$ cat config.mk
export PLATFORM = sky130hd
export DESIGN_NAME = decodificador_acesso_seq
export DESIGN_NICKNAME = d
export VERILOG_FILES = /design/src/rtl/decodificador_acesso_seq.sv
export SDC_FILE = /design/constraint.sdc
export NUM_CORES = 1
export LEC_CHECK = 0
export CAP_MARGIN = 25
export CORE_ASPECT_RATIO = 0.5
export CORE_MARGIN = 2
export CORE_UTILIZATION = 40
export DETAILED_ROUTE_END_ITERATION = 6
export PLACE_DENSITY = 0.63
export SLEW_MARGIN = 5
export SYNTH_ARGS = -nofsm -noshare
export SYNTH_HDL_FRONTEND = slang
export SYNTH_SLANG_ARGS = --single-unit
$ cat constraint.sdc
create_clock -name clk -period 2.22 [get_ports clk]
set_input_delay 0.666 -clock clk [delete_from_list [all_inputs] [get_ports clk]]
set_output_delay 0.666 -clock clk [all_outputs]
set_load 0.02 [all_outputs]
$ cat src/rtl/decodificador_acesso_seq.sv
// Sequential user/function access decoder: valid/ready request, permission table lookup,
// timed one-hot grant display and lockout after consecutive denials.
// Optional audit counters are enabled with the macro DECOD_ACESSO_AUDIT_EN.
module decodificador_acesso_seq #(
    parameter int          USER_W      = 3,
    parameter int          FUNC_W      = 3,
    parameter logic [63:0] PERM        = 64'h0042_FE00_5E00_5A00,
    parameter logic [7:0]  LED_SEL     = 8'h42,
    parameter int          HOLD_CYCLES = 16,
    parameter int          MAX_FAILS   = 3,
    parameter int          LOCK_CYCLES = 64
) (
    input  logic                     clk,
    input  logic                     rst_n,
`ifdef DECOD_ACESSO_AUDIT_EN
    input  logic                     i_audit_clr,
    output logic [7:0]               o_grant_cnt,
    output logic [7:0]               o_deny_cnt,
`endif
    input  logic                     i_req_valid,
    output logic                     o_req_ready,
    input  logic [USER_W-1:0]        i_user,
    input  logic [FUNC_W-1:0]        i_func,
    output logic [(1<<FUNC_W)-2:0]   o_matrix_col,
    output logic [(1<<FUNC_W)-2:0]   o_led,
    output logic                     o_grant,
    output logic                     o_deny,
    output logic                     o_locked
);
    localparam int NF     = 1 << FUNC_W;
    localparam int HOLD_W = $clog2(HOLD_CYCLES) + 1;
    localparam int LOCK_W = $clog2(LOCK_CYCLES) + 1;
    localparam int FAIL_W = $clog2(MAX_FAILS) + 1;

    typedef enum logic [2:0] {
        ST_IDLE  = 3'd0,
        ST_CHECK = 3'd1,
        ST_GRANT = 3'd2,
        ST_DENY  = 3'd3,
        ST_LOCK  = 3'd4
    } state_t;

    state_t              r_state, w_state_n;
    logic                r_pend, w_pend_n;
    logic [USER_W-1:0]   r_user, w_user_n;
    logic [FUNC_W-1:0]   r_func, w_func_n;
    logic [HOLD_W-1:0]   r_hold, w_hold_n;
    logic [LOCK_W-1:0]   r_lock, w_lock_n;
    logic [FAIL_W-1:0]   r_fail, w_fail_n;
    logic [NF-2:0]       r_matrix, w_matrix_n;
    logic [NF-2:0]       r_led, w_led_n;
    logic                r_grant, w_grant_n;
    logic                r_deny, w_deny_n;
    logic                r_locked, w_locked_n;
    logic                w_ok;
    logic                w_ready;
    logic [NF-2:0]       w_onehot;

    // {user, func} is exactly user*NF + func, the table bit index
    assign w_ok     = (r_func != FUNC_W'(0)) && PERM[{r_user, r_func}];
    assign w_onehot = (NF-1)'(1) << (r_func - FUNC_W'(1));
    // The accepted request is held one cycle in IDLE (r_pend) before CHECK
    assign w_ready  = (r_state == ST_IDLE) && !r_pend;

    assign o_req_ready  = rst_n & w_ready;
    assign o_matrix_col = r_matrix;
    assign o_led        = r_led;
    assign o_grant      = r_grant;
    assign o_deny       = r_deny;
    assign o_locked     = r_locked;

    // Next-state and registered-output logic
    always_comb begin
        w_state_n  = r_state;
        w_pend_n   = r_pend;
        w_user_n   = r_user;
        w_func_n   = r_func;
        w_hold_n   = r_hold;
        w_lock_n   = r_lock;
        w_fail_n   = r_fail;
        w_matrix_n = r_matrix;
        w_led_n    = r_led;
        w_grant_n  = r_grant;
        w_deny_n   = r_deny;
        w_locked_n = r_locked;
        case (r_state)
            ST_IDLE: begin
                if (r_pend) begin
                    w_pend_n  = 1'b0;
                    w_state_n = ST_CHECK;
                end else if (i_req_valid) begin
                    w_pend_n = 1'b1;
                    w_user_n = i_user;
                    w_func_n = i_func;
                end else begin
                    w_pend_n = 1'b0;
                end
            end
            ST_CHECK: begin
                if (w_ok) begin
                    w_state_n = ST_GRANT;
                    w_grant_n = 1'b1;
                    w_hold_n  = HOLD_W'(HOLD_CYCLES);
                    w_fail_n  = FAIL_W'(0);
                    if (LED_SEL[r_user]) begin
                        w_led_n = w_onehot;
                    end else begin
                        w_matrix_n = w_onehot;
                    end
                end else begin
                    w_state_n = ST_DENY;
                    w_deny_n  = 1'b1;
                    if (r_fail < FAIL_W'(MAX_FAILS)) begin
                        w_fail_n = r_fail + FAIL_W'(1);
                    end else begin
                        w_fail_n = r_fail;
                    end
                end
            end
            ST_GRANT: begin
                if (r_hold <= HOLD_W'(1)) begin
                    w_state_n  = ST_IDLE;
                    w_hold_n   = HOLD_W'(0);
                    w_grant_n  = 1'b0;
                    w_matrix_n = '0;
                    w_led_n    = '0;
                end else begin
                    w_hold_n = r_hold - HOLD_W'(1);
                end
            end
            ST_DENY: begin
                w_deny_n = 1'b0;
                if (r_fail == FAIL_W'(MAX_FAILS)) begin
                    w_state_n  = ST_LOCK;
                    w_locked_n = 1'b1;
                    w_lock_n   = LOCK_W'(LOCK_CYCLES);
                end else begin
                    w_state_n = ST_IDLE;
                end
            end
            ST_LOCK: begin
                if (r_lock <= LOCK_W'(1)) begin
                    w_state_n  = ST_IDLE;
                    w_lock_n   = LOCK_W'(0);
                    w_locked_n = 1'b0;
                    w_fail_n   = FAIL_W'(0);
                end else begin
                    w_lock_n = r_lock - LOCK_W'(1);
                end
            end
            default: begin
                w_state_n  = ST_IDLE;
                w_pend_n   = 1'b0;
                w_hold_n   = HOLD_W'(0);
                w_lock_n   = LOCK_W'(0);
                w_fail_n   = FAIL_W'(0);
                w_matrix_n = '0;
                w_led_n    = '0;
                w_grant_n  = 1'b0;
                w_deny_n   = 1'b0;
                w_locked_n = 1'b0;
            end
        endcase
    end

    // State and output registers
    always_ff @(posedge clk or negedge rst_n) begin
        if (!rst_n) begin
            r_state  <= ST_IDLE;
            r_pend   <= 1'b0;
            r_user   <= '0;
            r_func   <= '0;
            r_hold   <= '0;
            r_lock   <= '0;
            r_fail   <= '0;
            r_matrix <= '0;
            r_led    <= '0;
            r_grant  <= 1'b0;
            r_deny   <= 1'b0;
            r_locked <= 1'b0;
        end else begin
            r_state  <= w_state_n;
            r_pend   <= w_pend_n;
            r_user   <= w_user_n;
            r_func   <= w_func_n;
            r_hold   <= w_hold_n;
            r_lock   <= w_lock_n;
            r_fail   <= w_fail_n;
            r_matrix <= w_matrix_n;
            r_led    <= w_led_n;
            r_grant  <= w_grant_n;
            r_deny   <= w_deny_n;
            r_locked <= w_locked_n;
        end
    end

`ifdef DECOD_ACESSO_AUDIT_EN
    logic [7:0] r_grant_cnt;
    logic [7:0] r_deny_cnt;
    logic       w_chk;

    assign w_chk       = (r_state == ST_CHECK);
    assign o_grant_cnt = r_grant_cnt;
    assign o_deny_cnt  = r_deny_cnt;

    // Saturating audit counters; a clear in the same cycle as an event wins
    always_ff @(posedge clk or negedge rst_n) begin
        if (!rst_n) begin
            r_grant_cnt <= 8'd0;
            r_deny_cnt  <= 8'd0;
        end else if (i_audit_clr) begin
            r_grant_cnt <= 8'd0;
            r_deny_cnt  <= 8'd0;
        end else begin
            if (w_chk && w_ok && (r_grant_cnt != 8'hFF)) begin
                r_grant_cnt <= r_grant_cnt + 8'd1;
            end
            if (w_chk && !w_ok && (r_deny_cnt != 8'hFF)) begin
                r_deny_cnt <= r_deny_cnt + 8'd1;
            end
        end
    end
`endif
endmodule

# Yosys cells after proc, flatten, opt, wreduce, memory -nomap -nowiden
# Memories as Yosys holds them, arrays and structs flattened.
# Index checks and enable logic that the tools add are counted.
# W data, S select, Z words.
dict set report totals {
  mem_bits_ro 72
  elab_cells 99
  regBits 42
  in_bits 9
  n_memories 2
  out_inout_bits 18
}
dict set report op_classes {
  add_sub_neg 4
  order_cmp 5
  bitwise_logic 6
  eq_ne 14
  reduce_logical 20
  n_mux 35
  n_shift 1
}
# name depth word_bits rd rd_ports_with_merged_regs wr line_no
set mem_list {}
lappend mem_list {{(name not given)} 64 1 1 0 0 60} ;# assign w_ok = (r_func != FUNC_W'(0)) && PERM[{r_user, r_func}];
lappend mem_list {{(name not given)} 8 1 1 0 0 105} ;# if (LED_SEL[r_user]) begin
# op n
set op_table {}
lappend op_table {{$pmux W7 S3} 3}
lappend op_table {{$mux W7} 7}
lappend op_table {{$mux W3} 6}
lappend op_table {{$ne A2 B2 Y1 const B} 8}
lappend op_table {{$pmux W3 S5} 1}
lappend op_table {{$pmux W5 S3} 1}
lappend op_table {{$reduce_and A3 Y1} 5}
lappend op_table {{$reduce_or A3 Y1} 4}
lappend op_table {{$mux W1} 10}
lappend op_table {{$mux W5} 2}
lappend op_table {{$eq A3 B2 Y1 const B} 3}
lappend op_table {{$pmux W3 S3} 1}
lappend op_table {{$reduce_and A4 Y1} 2}
lappend op_table {{$le A7 B1 Y1 const B} 1}
lappend op_table {{$lt A6 B7 Y1 const B} 1}
lappend op_table {{$shl A1 B3 Y7 const A} 1}
lappend op_table {{$sub A7 B1 Y7 const B} 1}
lappend op_table {{$pmux W1 S3} 2}
lappend op_table {{$reduce_and A2 Y1} 3}
lappend op_table {{$le A5 B1 Y1 const B} 1}
lappend op_table {{$not A1 Y1} 5}
lappend op_table {{$sub A5 B1 Y5 const B} 1}
lappend op_table {{$lt A3 B4 Y1 const B} 1}
lappend op_table {{$pmux W1 S2} 2}
lappend op_table {{other kinds (12)} 13}

# Logic depth before layout (Yosys ltp)
dict set report depth {
  ltp_word 5
  depth_mapped 7
  mapped_depth_nobuf 7
}

# Least setup slack after synthesis
# OpenSTA, ideal clock, no wires.
dict set report synth_path {
  path_type {register to register}
  startpoint {reg r_func[1]}
  endpoint {reg r_fail[0]}
  n_path_buf 1
  slack_ps 282
  required_ps 2095
  path_stages_with_launch 7
  period_less_slack_ps 1938
  setup_ps 125
  arrival_time_ps 1813
  cell_sequence {dfrtp_1 buf_2 a211o_1 a31o_1 o211a_1 a311oi_2 mux2_2}
}
dict set report synth_via {
  elab_chain_cells 5
  elab_cells_between_ends 8
  classes_between {1 x eq/ne; 3 x mux; 3 x reduce/logical; 1 x memory}
}
# element line_no
set synth_rtl {}
lappend synth_rtl {{start: declaration} 46} ;# logic [FUNC_W-1:0] r_func, w_func_n;
lappend synth_rtl {{start signal: assignment} 185} ;# r_func <= w_func_n;
lappend synth_rtl {{$mem_v2 Z64 W1} -}
lappend synth_rtl {{$mux W1 (not written as such)} 60}
lappend synth_rtl {{$logic_and A1 B1 Y1 (*)} 60}
lappend synth_rtl {{$ne A3 B3 Y1 (no source line) / $mux W3 (equally long branches)} -}
lappend synth_rtl {{$reduce_and A3 Y1 (no source line) / $pmux W3 S3 (equally long branches)} -}
lappend synth_rtl {{end signal: assignment} 188} ;# r_fail <= w_fail_n;
lappend synth_rtl {{end: declaration} 49} ;# logic [FAIL_W-1:0] r_fail, w_fail_n;
# Mark *: on every way between the ends. The rest lies on a longest branch, timed or not. The select of a mux whose other input is x is not followed.
# A chain may end at the register's enable or synchronous reset.

# Worst setup path after layout
dict set report layout_path {
  startpoint {reg r_state[2]}
  endpoint {out o_req_ready}
}
dict set report layout_via {
  elab_chain_cells 3
}
# element line_no
set layout_rtl {}
lappend layout_rtl {{start: declaration} 43} ;# state_t r_state, w_state_n;
lappend layout_rtl {{start signal: assignment} 182} ;# r_state <= w_state_n;
lappend layout_rtl {{$logic_not A3 Y1} 63} ;# assign w_ready = (r_state == ST_IDLE) && !r_pend;
lappend layout_rtl {{$logic_and A1 B1 Y1} 63}
lappend layout_rtl {{$and A1 B1 Y1} 65} ;# assign o_req_ready = rst_n & w_ready;
lappend layout_rtl {{end: declaration} 21} ;# output logic o_req_ready,
# No other way between the ends.

==> results.toml <==
[outcome]
status = "completed"

[routing]
vias = 1719
wirelength_um = 4601
drc = 0
met3WireLength_um = 175
firstDrtPassIters = 4
drt_iter0_markers = 54
viasPerCell = 5.339
antenna_left = 0
wl_met1_um = 2386
top_layer_used = "met4"
route.met2.wl_um = 2026
wl_per_cell_um = 14.29

[logic_synthesis]
synth_compound_area_share_pct = 21.47
ys.flop_type = "dfrtp_1"
synthAdderAreaFrac_pct = 4.606
ys_seq_area_share_pct = 48.36
syn_nets = 227
ys_ff_latch = 42
yosysWarnings = 0
syn_avg_cell_area_um2 = 10.35
synth_top_family_by_area = "compound AO/OA/AOI/OAI gates"
synthMuxAreaShare_pct = 6.160
yosys.area_share.simple_pct = 15.77
async_reset_ff_share_pct = 100.0
synth_edf_count = 0
yosys.cell_types.count = 47
synth_cells = 210
synthXorXnorAreaFrac_pct = 0.4030
syn-cell-area_mm2 = 0.002173

[clocking]
cts_tree = "done"
cts_buffers = 5
clockBufferDepth = 2
cts.sinks = 42
clkTransAtPathRegs_ps = 80
cts-htree-levels = 2
clk_latency_ps = 300
cts-root-buf = "clkbuf_8"

[hold_path]
hold_path_class = "in2async"

[critical_path]
r2r_end = "r_fail[2]"
reg2reg_depth = 5
reg2reg_from = "r_func[0]"
r2r_slack_ps = 150
end_kind = "output pin"
critical_path_required_ps = 1550
critPathLaunchType = "flop"
cp.arrival_ps = 1440
path_max_fanout = 2
path_class = "reg2out"

[global_route]
grt_max_degree = 43
grt_overflow = 0
track_usage_pct = 16.53
antenna_found_initial = 0
grt_first_pass_wirelength_um = 7921
first_global_vias = 1651

[cells_and_area]
fin_cells = 322
drive_gt1_share_pct = 15.48
area_growth_syn_to_layout_pct = 24.64
num_antenna_cells = 0
fillers = 455
design_area_mm2 = 0.002709
nets = 268
fin_util_pct = 53.46

[die]
rows = 18
dieArea_mm2 = 0.006075
core_region_area_mm2 = 0.005067
start_util_pct = 42.89
die_h_um = 56.12
ios = 27
die_w_um = 108.2

[timing]
finalCritPeriodShare_pct = 95.00
timing.hold.ws_ps = 462.0
skew_ps = 13.92
fmax_mhz = 474.2
fin_tns_setup_ps = 0
fin_crit_ps = 2109
setup_ws_ps = 111.0
worst_pin_slew_ps = 550.3
slew_viol_final = 0
grt_setup_unrepaired = "no"
setup_viol = 0
finalHoldViolCount = 0
relSlewSlack_pct = 63.31

[place]
dp_cells = 314
place_congestion = 0.7351
portBuffers = 26
dp_hpwl_um = 3362
place_ws_ps = 57.22
dpl_cell_area_mm2 = 0.002596

[pwr]
p_per_area_mw_per_mm2 = 1417
total_power_mw = 3.838
peakVddDrop_uv = 553.1
p_leak_nw = 1.209

[run]
cap_viol_max_count = 0
logic make-up after synthesis:
family          Yosys count
compound gates           63
xor+xnor                  1
fa+ha+maj                 8
buf+inv                  17
flops                    42
mux                      12
simple gates             67
synthesized netlist by cell type, types with 2 or more instances:
library cell  instances  area (um^2)
a31oi_1               2        12.51
o21a_1                2        15.01
buf_2                 4        20.02
nor2_1               15        56.30
nor3b_1               6        45.04
a22o_1                4        35.03
dfrtp_1              42         1051
and2_1                2        12.51
ha_1                  8        100.1
and3b_1               2        17.52
nor4_1                2        12.51
a32o_1                8        80.08
mux2_2               10        112.6
a211oi_1              3        22.52
nand2_1              17        63.81
o211a_1               3        30.03
a211o_1               3        26.28
a21oi_1              10        50.05
nor2b_1               5        31.28
inv_1                10        37.54
o21ai_0              15        75.07
nand3_1               5        25.02
nor3_1                8        40.04
state kept, by name, summed over array words and instances, names as in the netlist, 3 cells and up:
name          cells
o_led             7
r_func            3
r_hold            5
r_lock            7
r_fail            3
r_user            3
r_state           3
o_matrix_col      7
worst max-delay path, stage by stage (launching register included):
cell	delay (ps)
dfrtp_1	390
nor4_2	310
and2_1	160
clkdlybuf4s15_1	290
final cells by class:
class	instances	area (um^2)	share of cell area [%]
clock buffers	7	76.32	2.818
clock inverters	1	30.03	1.109
inverters	10	37.54	1.386
multi-input cells	151	1059	39.08
flip-flops and latches	42	1051	38.80
well taps	70	87.58	3.233
repair buffers	41	367.9	13.58
cell usage in the layout (no fill, tap or decap), types with 2 or more instances in the layout:
cell type        count
clkbuf_1             2
o211a_1              3
a32o_1               8
o21ai_0             15
nor2b_1              5
buf_4               15
a211oi_1             3
a31oi_1              2
nand3_1              5
a22o_1               4
a211o_1              3
ha_1                 8
clkbuf_8             5
o21a_1               2
inv_1               10
nand2_1             17
nor3b_1              6
nor2_1              15
and2_1               2
nor3_1               8
clkdlybuf4s50_1     24
dfrtp_1             42
mux2_2              10
and3b_1              2
a21oi_1             10
report_power, final:
part	switching, mW	leakage [nW]	internal (mW)	total [mW]
registers	0.266	0.550	1.03	1.30
logic	1.04	0.607	0.898	1.94
clock network	0.262	0.0524	0.337	0.599
how the worst max path moves through the flow:
stage | startpoint | endpoint | slack (ps) | cells after the start
3_5_place_dp | r_state[2] | o_req_ready | 60 | 3
3_3_place_gp | rst_n | o_req_ready | 90 | 3
6_report | r_state[2] | o_req_ready | 110 | 3
2_1_floorplan | r_func[1] | r_fail[0] | 280 | 6
5_1_grt | r_state[2] | o_req_ready | 3 | 3
4_1_cts | r_state[2] | o_req_ready | 70 | 3
metal layers:
| metal | vias to the layer above | GRT usage, % |
|---|---|---|
| met2 | 32 | 26.06 |
| met3 | 2 | 4.684 |
| met1 | 830 | 23.14 |
| li1 | 855 | - |
| met5 | - | 0 |
| met4 | 0 | 2.381 |
repair_timing:
item                                    in CTS  in global routing
gates cloned                                 0                  0
hold buffers                                 0                  0
endpoints found under the setup margin       1                  1
setup buffers                                0                  0
resized for setup                            2                  1
(Power assumes the default switching activity.)
